**src/rtl/monitor_cuenta.sv**
```systemverilog
// -----------------------------------------------------------------------------
// monitor_cuenta
//
// Watches an up/down counter with a synchronous reset and checks every sample
// against the value predicted from the previous sample. It locks onto the
// counter, reports each mismatch with a one-cycle pulse and keeps error
// statistics. After MAX_MISS consecutive mismatches it declares loss of lock
// and waits for the counter to become consistent again.
//
// Ports
//   clk          rising-edge clock
//   rst          asynchronous reset, active low
//   en           monitor enable; low returns the monitor to IDLE
//   cuenta       observed counter value
//   up_down      observed direction (1 = up, 0 = down)
//   dut_rst      observed synchronous reset of the counter (active high)
//   clr_err      synchronous clear of the error statistics
//   esperado     value expected for the sample of the current cycle
//   error        one-cycle pulse after a mismatch while locked
//   err_count    saturating total of counted mismatches
//   sincronizado high while the monitor is locked (TRACK)
//   err_obs      observed value of the first mismatch since clear
//   err_exp      expected value of the first mismatch since clear
// -----------------------------------------------------------------------------
module monitor_cuenta #(
    parameter int WIDTH    = 8,
    parameter int MAX_MISS = 3
) (
    input  logic             clk,
    input  logic             rst,
    input  logic             en,
    input  logic [WIDTH-1:0] cuenta,
    input  logic             up_down,
    input  logic             dut_rst,
    input  logic             clr_err,
    output logic [WIDTH-1:0] esperado,
    output logic             error,
    output logic [15:0]      err_count,
    output logic             sincronizado,
    output logic [WIDTH-1:0] err_obs,
    output logic [WIDTH-1:0] err_exp
);

    localparam int             MW       = $clog2(MAX_MISS + 1);
    localparam logic [MW-1:0]  MISS_LIM = MW'(MAX_MISS);

    typedef enum logic [1:0] {
        IDLE  = 2'd0,
        SYNC  = 2'd1,
        TRACK = 2'd2,
        LOST  = 2'd3
    } state_t;

    state_t           state;
    state_t           state_nxt;
    logic [MW-1:0]    miss_cnt;
    logic [MW-1:0]    miss_inc;
    logic [WIDTH-1:0] pred;
    logic             mismatch;
    logic             hit;
    logic             first_err;

    // Value the counter should show on the next edge, given this sample.
    // Wrap-around in either direction is the natural modulo behaviour.
    function automatic logic [WIDTH-1:0] next_value(
        input logic [WIDTH-1:0] s,
        input logic             up,
        input logic             r
    );
        if (r)
            return '0;
        else if (up)
            return s + WIDTH'(1);
        else
            return s - WIDTH'(1);
    endfunction

    function automatic logic [15:0] sat_inc(input logic [15:0] v);
        return (v == 16'hFFFF) ? v : v + 16'd1;
    endfunction

    always_comb begin
        pred     = next_value(cuenta, up_down, dut_rst);
        mismatch = (cuenta != esperado);
        miss_inc = miss_cnt + MW'(1);
        // Only mismatches seen while locked are reported and counted.
        hit      = en && (state == TRACK) && mismatch;
    end

    always_ff @(posedge clk or negedge rst) begin
        if (!rst)
            state <= IDLE;
        else
            state <= state_nxt;
    end

    always_comb begin
        state_nxt    = state;
        sincronizado = (state == TRACK);
        if (!en) begin
            state_nxt = IDLE;
        end else begin
            case (state)
                IDLE:  state_nxt = SYNC;
                SYNC:  state_nxt = TRACK;
                TRACK: if (mismatch && (miss_inc >= MISS_LIM)) state_nxt = LOST;
                LOST:  if (!mismatch) state_nxt = TRACK;
                default: state_nxt = IDLE;
            endcase
        end
    end

    // Prediction and consecutive-miss tracking. The prediction is always
    // rebuilt from the observed sample, so a mismatch resynchronises it.
    always_ff @(posedge clk or negedge rst) begin
        if (!rst) begin
            esperado <= '0;
            miss_cnt <= '0;
            error    <= 1'b0;
        end else begin
            error <= hit;
            if (en) begin
                if (state != IDLE)
                    esperado <= pred;
                case (state)
                    SYNC:    miss_cnt <= '0;
                    TRACK:   miss_cnt <= mismatch ? miss_inc : '0;
                    LOST:    if (!mismatch) miss_cnt <= '0;
                    default: miss_cnt <= miss_cnt;
                endcase
            end
        end
    end

    // Error statistics. A clear on the same edge as a counted mismatch
    // still records that mismatch as the first one.
    always_ff @(posedge clk or negedge rst) begin
        if (!rst) begin
            err_count <= '0;
            err_obs   <= '0;
            err_exp   <= '0;
            first_err <= 1'b0;
        end else if (clr_err) begin
            err_count <= hit ? 16'd1 : 16'd0;
            err_obs   <= hit ? cuenta : '0;
            err_exp   <= hit ? esperado : '0;
            first_err <= hit;
        end else if (hit) begin
            err_count <= sat_inc(err_count);
            if (!first_err) begin
                err_obs   <= cuenta;
                err_exp   <= esperado;
                first_err <= 1'b1;
            end
        end
    end

endmodule

```
**config.mk**
```make
export PLATFORM = sky130hd
export DESIGN_NAME = monitor_cuenta
export DESIGN_NICKNAME = d
export VERILOG_FILES = /design/src/rtl/monitor_cuenta.sv
export SDC_FILE = /design/constraint.sdc
export NUM_CORES = 1
export LEC_CHECK = 0
export BUFFER_PORTS_ARGS = -buffer_cell sky130_fd_sc_hd__clkbuf_2
export CAP_MARGIN = 10
export CORE_MARGIN = 3
export CORE_UTILIZATION = 30
export DETAILED_ROUTE_END_ITERATION = 10
export RECOVER_POWER = 100
export SLEW_MARGIN = 30
export SYNTH_ARGS = -nofsm -noshare
export SYNTH_HDL_FRONTEND = slang
export SYNTH_SLANG_ARGS = --single-unit
```
**constraint.sdc**
```tcl
create_clock -name clk -period 2 [get_ports clk]
set_clock_uncertainty 0.1 [all_clocks]
set_input_delay 0.4 -clock clk [delete_from_list [all_inputs] [get_ports clk]]
set_output_delay 0.4 -clock clk [all_outputs]
set_load 0.05 [all_outputs]
```
==> results of run 1 <==
cells by family (layout without fill, tap and decap cells):
kind of cell / count (synthesis) / after routing / share of synthesized area (%)
flops: 46 / 46 / 45.3
compound gates: 72 / 72 / 23.5
fa+ha+maj: 9 / 9 / 4.73
buf+inv: 22 / 122 / 4.04
mux: 2 / 2 / 0.837
xor+xnor: 24 / 24 / 8.28
simple gates: 54 / 54 / 13.3
per-stage QoR:
step | worst slack [ns] | instances | total power (uW) | hold slack [ns] | cell area [sq um]
global placement | -0.452 | 417 | 2140 | 0.284 | 3280
finish | 0.0689 | 431 | 2820 | 0.284 | 3460
global route | -0.00595 | 431 | 2980 | 0.290 | 3460
CTS | 0.00105 | 431 | 2870 | 0.257 | 3480
detailed placement | -0.523 | 417 | 2160 | 0.293 | 3280
floorplan | -0.0202 | 229 | 1800 | 0.00441 | 2600
sequential cells by signal (all words and copies together), names as in the netlist:
register	cells
esperado	8
err_exp	8
state	2
err_count	16
err_obs	8
error	1
first_err	1
miss_cnt	2
power by group:
group	switching (uW)	leakage, uW	internal, uW
Clock	327	0.0000544	317
Sequential	105	0.000595	1040
Combinational	656	0.000808	375
layout make-up:
type                       count  area, sq um  share of cell area [%]
multi-input combinational    161         1390                    40.2
clock buffer                   7         96.3                    2.79
tap                          102          128                    3.69
sequential                    46         1170                    34.0
inverter                      13         48.8                    1.41
clock inverter                 1         8.76                   0.253
timing repair buffer         101          609                    17.6
cell usage after synthesis, types with 5 or more instances:
| cell | instances | share of area (%) |
|---|---|---|
| a2111oi_2 | 5 | 3.0 |
| a211oi_1 | 6 | 1.8 |
| a21oi_1 | 6 | 1.2 |
| a22o_1 | 20 | 6.9 |
| and3_1 | 5 | 1.2 |
| clkbuf_1 | 5 | 0.74 |
| dfrtp_1 | 46 | 45 |
| ha_1 | 8 | 3.9 |
| inv_1 | 13 | 1.9 |
| nand2_1 | 13 | 1.9 |
| nand4_1 | 5 | 1.2 |
| nor2b_1 | 6 | 1.5 |
| o21ai_0 | 12 | 2.4 |
| xnor2_1 | 14 | 4.8 |
| xor2_1 | 10 | 3.4 |
how the worst max path moves through the flow:
stage	depth (start not counted)	to	from	slack, ns
after floorplan	7	esperado[7]$_DFFE_PN0P_	up_down	-0.02
after global placement	6	err_exp[3]$_DFFE_PN0P_	cuenta[3]	-0.45
after detailed placement	6	err_exp[2]$_DFFE_PN0P_	cuenta[3]	-0.52
after CTS	8	err_count[12]$_DFFE_PN0P_	esperado[3]$_DFFE_PN0P_	0.001
after global routing	8	err_count[11]$_DFFE_PN0P_	esperado[4]$_DFFE_PN0P_	-0.006
final	8	esperado[7]$_DFFE_PN0P_	cuenta[3]	0.07
layer usage:
layer | share of wire (%) | GRT usage (%) | up-vias
met1 | 46 | 19.4 | 1078
li1 | - | - | 1047
met5 | 0 | 0 | -
met2 | 48 | 23.8 | 51
met4 | 0.81 | 2.98 | 0
met3 | 4.7 | 3.07 | 5
timing repair:
item | 4_1_cts | 5_1_grt
setup endpoints to repair | 37 | 9
cloned | 0 | 0
buffers inserted | 5 | 0
pin swaps | 2 | 6
hold endpoints to repair | 16 | 0
hold buffers | 1 | 0
resized for setup | 3 | 8
==> summary.txt, run 1 <==
Routing
  – DR iter-0 viols: 54
  – Drt via density: 5.06
  – DRT Wirelength: 6770 um
  – Average wire per cell in the routed design: ~16 um
  – Drt pass-1 iters: 4
  – Antenna-violating nets left: 0
  – Vias: 2181
  – Drt drc: 0

Floorplanning
  – Area of the core: approximately 8000 sq um
  – Die width: 98.0 um
  – Die Height: 98.0 um
  – Row cnt: 32
  – Die area: 9610 sq um
  – Ports: 56
  – Initial Util: 31.9%

Synth
  – Top_reg_cell synth: dfrtp_1
  – YS warnings: 0
  – Post-Synthesis Cells: 229
  – Number of synthesized flops with an enable pin: 0
  – Synth Area per Inst: 11.1 sq um
  – Syn_nets: 252
  – Synth Cell Area: roughly 2500 sq um
  – Synth cell types: 51
  – Seq/Total Area, Yosys: 45.3%
  – Yosys reg bits: 46
  – Post-synthesis async set-or-reset flop share: 100%

Clocking
  – H-tree depth: 2
  – CTS tree: built
  – Worst-path clk slew: 0.09 ns
  – Num Clock Sinks: 46
  – Root buffer cell: clkbuf_8
  – Clk buf depth: 2
  – CTS Buf Count: 5
  – Clk_lat worst skew: 0.30 ns

Cells and area
  – # nets final: 351
  – Most frequent cells in the layout: clkbuf_1 (46), buf_4 (35), dfrtp_1 (27), a22o_1 (20), dfrtp_2 (19)
  – # diodes: 0
  – Layout cells sized above 1: 31.3%
  – Commonest non-fill, non-tap cell in the layout: clkbuf_1
  – # fillers: 802
  – Final Util: 43.4%
  – Layout area overhead: 36.1%

Pwr
  – Leak Pwr: approximately 0.0015 uW
  – VDD IR-drop max: 0.000422 V
  – Power density over the cells: ~820 nW/um^2

Setup path
  – Reg2reg start: esperado[3]$_DFFE_PN0P_
  – CP bufs+invs: 2
  – R2r setup slk: ~0.080 ns
  – Reg2reg end: err_count[12]$_DFFE_PN0P_
  – CP max stage delay: 0.39 ns
  – CP cell instances: clkbuf_2 > buf_4 > ha_1 > and3_1 > a2111oi_4 > a21oi_1 > xnor2_1 > a22o_1
  – Critical Path End Type: register
  – CP max-delay cell: a2111oi_4
  – CP Data Required Time: 2.09 ns
  – Worst EP arrival: 2.02 ns
  – WS Path Type: in2reg
  – Worst-path maximum fanout: 3
  – CP delay by family, top: compound AO/OA/AOI/OAI gates
  – Path depth of the worst reg2reg path: 8
  – CP Launch Type: primary input

Place
  – Port bufs: 55
  – RePlAce Congestion: slightly below 0.9
  – DP HPWL: 5000 um

STA
  – Final setup vio count: 0
  – Max Slew Vio Count: 0
  – Hold Vio Cnt, Final: 0
  – Setup TNS: 0 ns
  – Fmax: 0.518 GHz
  – Period minus WS final: 1.93 ns
  – Fin crit share: 96.6%
  – Worst-Margin Slew: 1.11 ns
  – Worst slew margin: 26.2%

Job
  – Max cap viols: 0

GRT
  – Largest net degree at the start of global routing: 31
  – Total Routing Usage GR: roughly 14%
  – Vias in the first global route: 2243
  – Grt total ovfl: 0
  – First-pass GRT wire length: 11300 um
  – Initial antenna violation count: 0

Worst hold path
  – Hold Path Stages: 2
  – Worst Hold Class: in2reg
  – Worst Hold Endpoint: esperado[0]$_DFFE_PN0P_
  – Min-delay src: dut_rst

Status
  – Status: complete, no violations
No activity file was read; power rests on OpenSTA's default activity.
==> run 2: changes to the inputs <==
--- a/config.mk
+++ b/config.mk
@@ -6,11 +6,11 @@
 export NUM_CORES = 1
 export LEC_CHECK = 0
 export BUFFER_PORTS_ARGS = -buffer_cell sky130_fd_sc_hd__clkbuf_2
-export CAP_MARGIN = 10
 export CORE_MARGIN = 3
 export CORE_UTILIZATION = 30
 export DETAILED_ROUTE_END_ITERATION = 10
 export RECOVER_POWER = 100
+export SETUP_SLACK_MARGIN = 0.1
 export SLEW_MARGIN = 30
 export SYNTH_ARGS = -nofsm -noshare
 export SYNTH_HDL_FRONTEND = slang
==> summary.txt, run 2 (synthesis gave the netlist of run 1 again) <==
Status
  – Status: complete, no violations

Floorplanning
  – Ports: 56
  – Die Height: 98.0 um
  – Die width: 98.0 um
  – Row cnt: 32
  – Die area: roughly 9600 sq um
  – Area of the core: 7970 sq um
  – Initial Util: 31.9%

Pwr
  – Pwr Total: 2830 uW
  – Power density over the cells: 783 nW/um^2
  – Leak Pwr: 0.00151 uW
  – VDD IR-drop max: 0.000451 V

Setup path
  – R2r setup slk: 0.13 ns
  – Worst-path maximum fanout: 8
  – Critical Path End Type: register
  – WS Path Type: reg2reg
  – CP Data Required Time: 2.10 ns
  – Path depth of the worst reg2reg path: 8
  – Crit path capture: err_count[6]$_DFFE_PN0P_
  – Worst EP arrival: 1.98 ns
  – Reg2reg start: esperado[3]$_DFFE_PN0P_
  – Reg2reg end: err_count[6]$_DFFE_PN0P_
  – Worst Setup SP: esperado[3]$_DFFE_PN0P_
  – CP Launch Type: register

Routing
  – Vias: 2220
  – Drt via density: between 5 and 6
  – DR iter-0 viols: 66
  – Average wire per cell in the routed design: 16.0 um
  – Drt pass-1 iters: 4
  – DRT Wirelength: ~7000 um
  – Antenna-violating nets left: 0
  – Drt drc: 0

Cells and area
  – Final Util: 45.3%
  – Fin area: between 3000 and 4000 sq um
  – Top reg by flops: err_count
  – Commonest non-fill, non-tap cell in the layout: clkbuf_1
  – Layout cells sized above 1: 36.7%
  – # diodes: 0
  – Max FFs per register: 16
  – Multi-input logic area: 1490 sq um
  – # nets final: 360
  – Layout area overhead: 42.1%
  – Most frequent cells in the layout: clkbuf_1 (46), buf_4 (44), dfrtp_1 (26), a22o_1 (20), dfrtp_2 (20)
  – # fillers: 775
  – Register area: 1180 sq um
  – Fin cells: between 400 and 500

Clocking
  – CTS Buf Count: 5
  – Root buffer cell: clkbuf_8
  – H-tree depth: 2
  – CTS tree: built
  – Clk buf depth: 2
  – Num Clock Sinks: 46
  – Clk_lat worst skew: between 0.3 and 0.4 ns
  – Worst-path clk slew: 0.10 ns

STA
  – Period minus WS final: approximately 1.9 ns
  – Worst slew margin: 33.8%
  – Fin crit share: 93.6%
  – Final setup vio count: 0
  – Max Slew Vio Count: 0
  – Worst-Margin Slew: 0.994 ns
  – Hold Vio Cnt, Final: 0
  – RSZ-0062 raised after global routing: true
  – Fmax: ~0.53 GHz

Worst hold path
  – Worst Hold Class: in2reg

Job
  – Max cap viols: 0

GRT
  – Vias in the first global route: roughly 2200
  – Largest net degree at the start of global routing: 31
  – Grt total ovfl: 0
  – First-pass GRT wire length: 11300 um
  – Total Routing Usage GR: 14.3%
  – Initial antenna violation count: 0

Place
  – Placed cells: 422
  – Placement-stage cell area: 3320 sq um
  – Port bufs: 55
  – DP HPWL: 5040 um
  – RePlAce Congestion: 0.815
-- run 2: final cells by class --
class / count / share of cell area [%]
multi-input cells: 161 / 41.2
flip-flops and latches: 46 / 32.6
inverters: 13 / 1.42
repair buffers: 110 / 18.7
clock inverters: 1 / 0.139
clock buffers: 7 / 2.39
well taps: 102 / 3.54
-- run 2: repair_timing --
action	in CTS	in global routing
setup buffers	3	6
hold buffers	1	0
endpoints found under the hold margin	16	0
setup endpoints to repair	40	31
pin swaps	10	11
resized for setup	9	30
-- run 2: report_power, final --
group          switching [uW]  internal, uW
Combinational             668           392
Clock                     334           280
Sequential                110          1040
Total                    1110          1710
-- run 2: metal layers --
metal  track usage (%)  vias up  part of all wire [%]
met5                 0        -                     0
met4              2.02        0                  0.48
met3              3.86        4                   5.2
met2              23.5       56                    48
met1              19.4     1102                    46
li1                  -     1058                     -
-- run 2: worst max-delay path, stage by stage (launching register included) --
cell	delay [ns]
dfrtp_2	0.43
xor2_2	0.16
nor4_4	0.28
buf_6	0.16
buf_4	0.19
buf_6	0.15
a211oi_2	0.07
xnor2_1	0.15
o21ai_1	0.08
-- run 2: worst min path at each step --
| stage | startpoint | slack [ns] | end | cells after the start |
|---|---|---|---|---|
| floorplan | rst | 0.004 | err_count[0]$_DFFE_PN0P_ | 0 |
| global placement | rst | 0.28 | miss_cnt[0]$_DFFE_PN0P_ | 1 |
| detailed placement | rst | 0.28 | miss_cnt[0]$_DFFE_PN0P_ | 1 |
| CTS | dut_rst | 0.25 | esperado[0]$_DFFE_PN0P_ | 2 |
| global route | dut_rst | 0.27 | esperado[0]$_DFFE_PN0P_ | 2 |
| finish | en | 0.27 | state[0]$_DFFE_PN0P_ | 2 |
-- run 2: through the flow --
| stage | setup slack (ns) | hold WS, ns | TNS (ns) |
|---|---|---|---|
| final | 0.128 | 0.272 | 0 |
| after global routing | 0.0378 | 0.272 | 0 |
| after CTS | 0.0890 | 0.254 | 0 |
| after detailed placement | -0.453 | 0.278 | -12.44 |
| after global placement | -0.429 | 0.278 | -12.19 |
| after floorplan | -0.0202 | 0.00441 | -0.0379 |
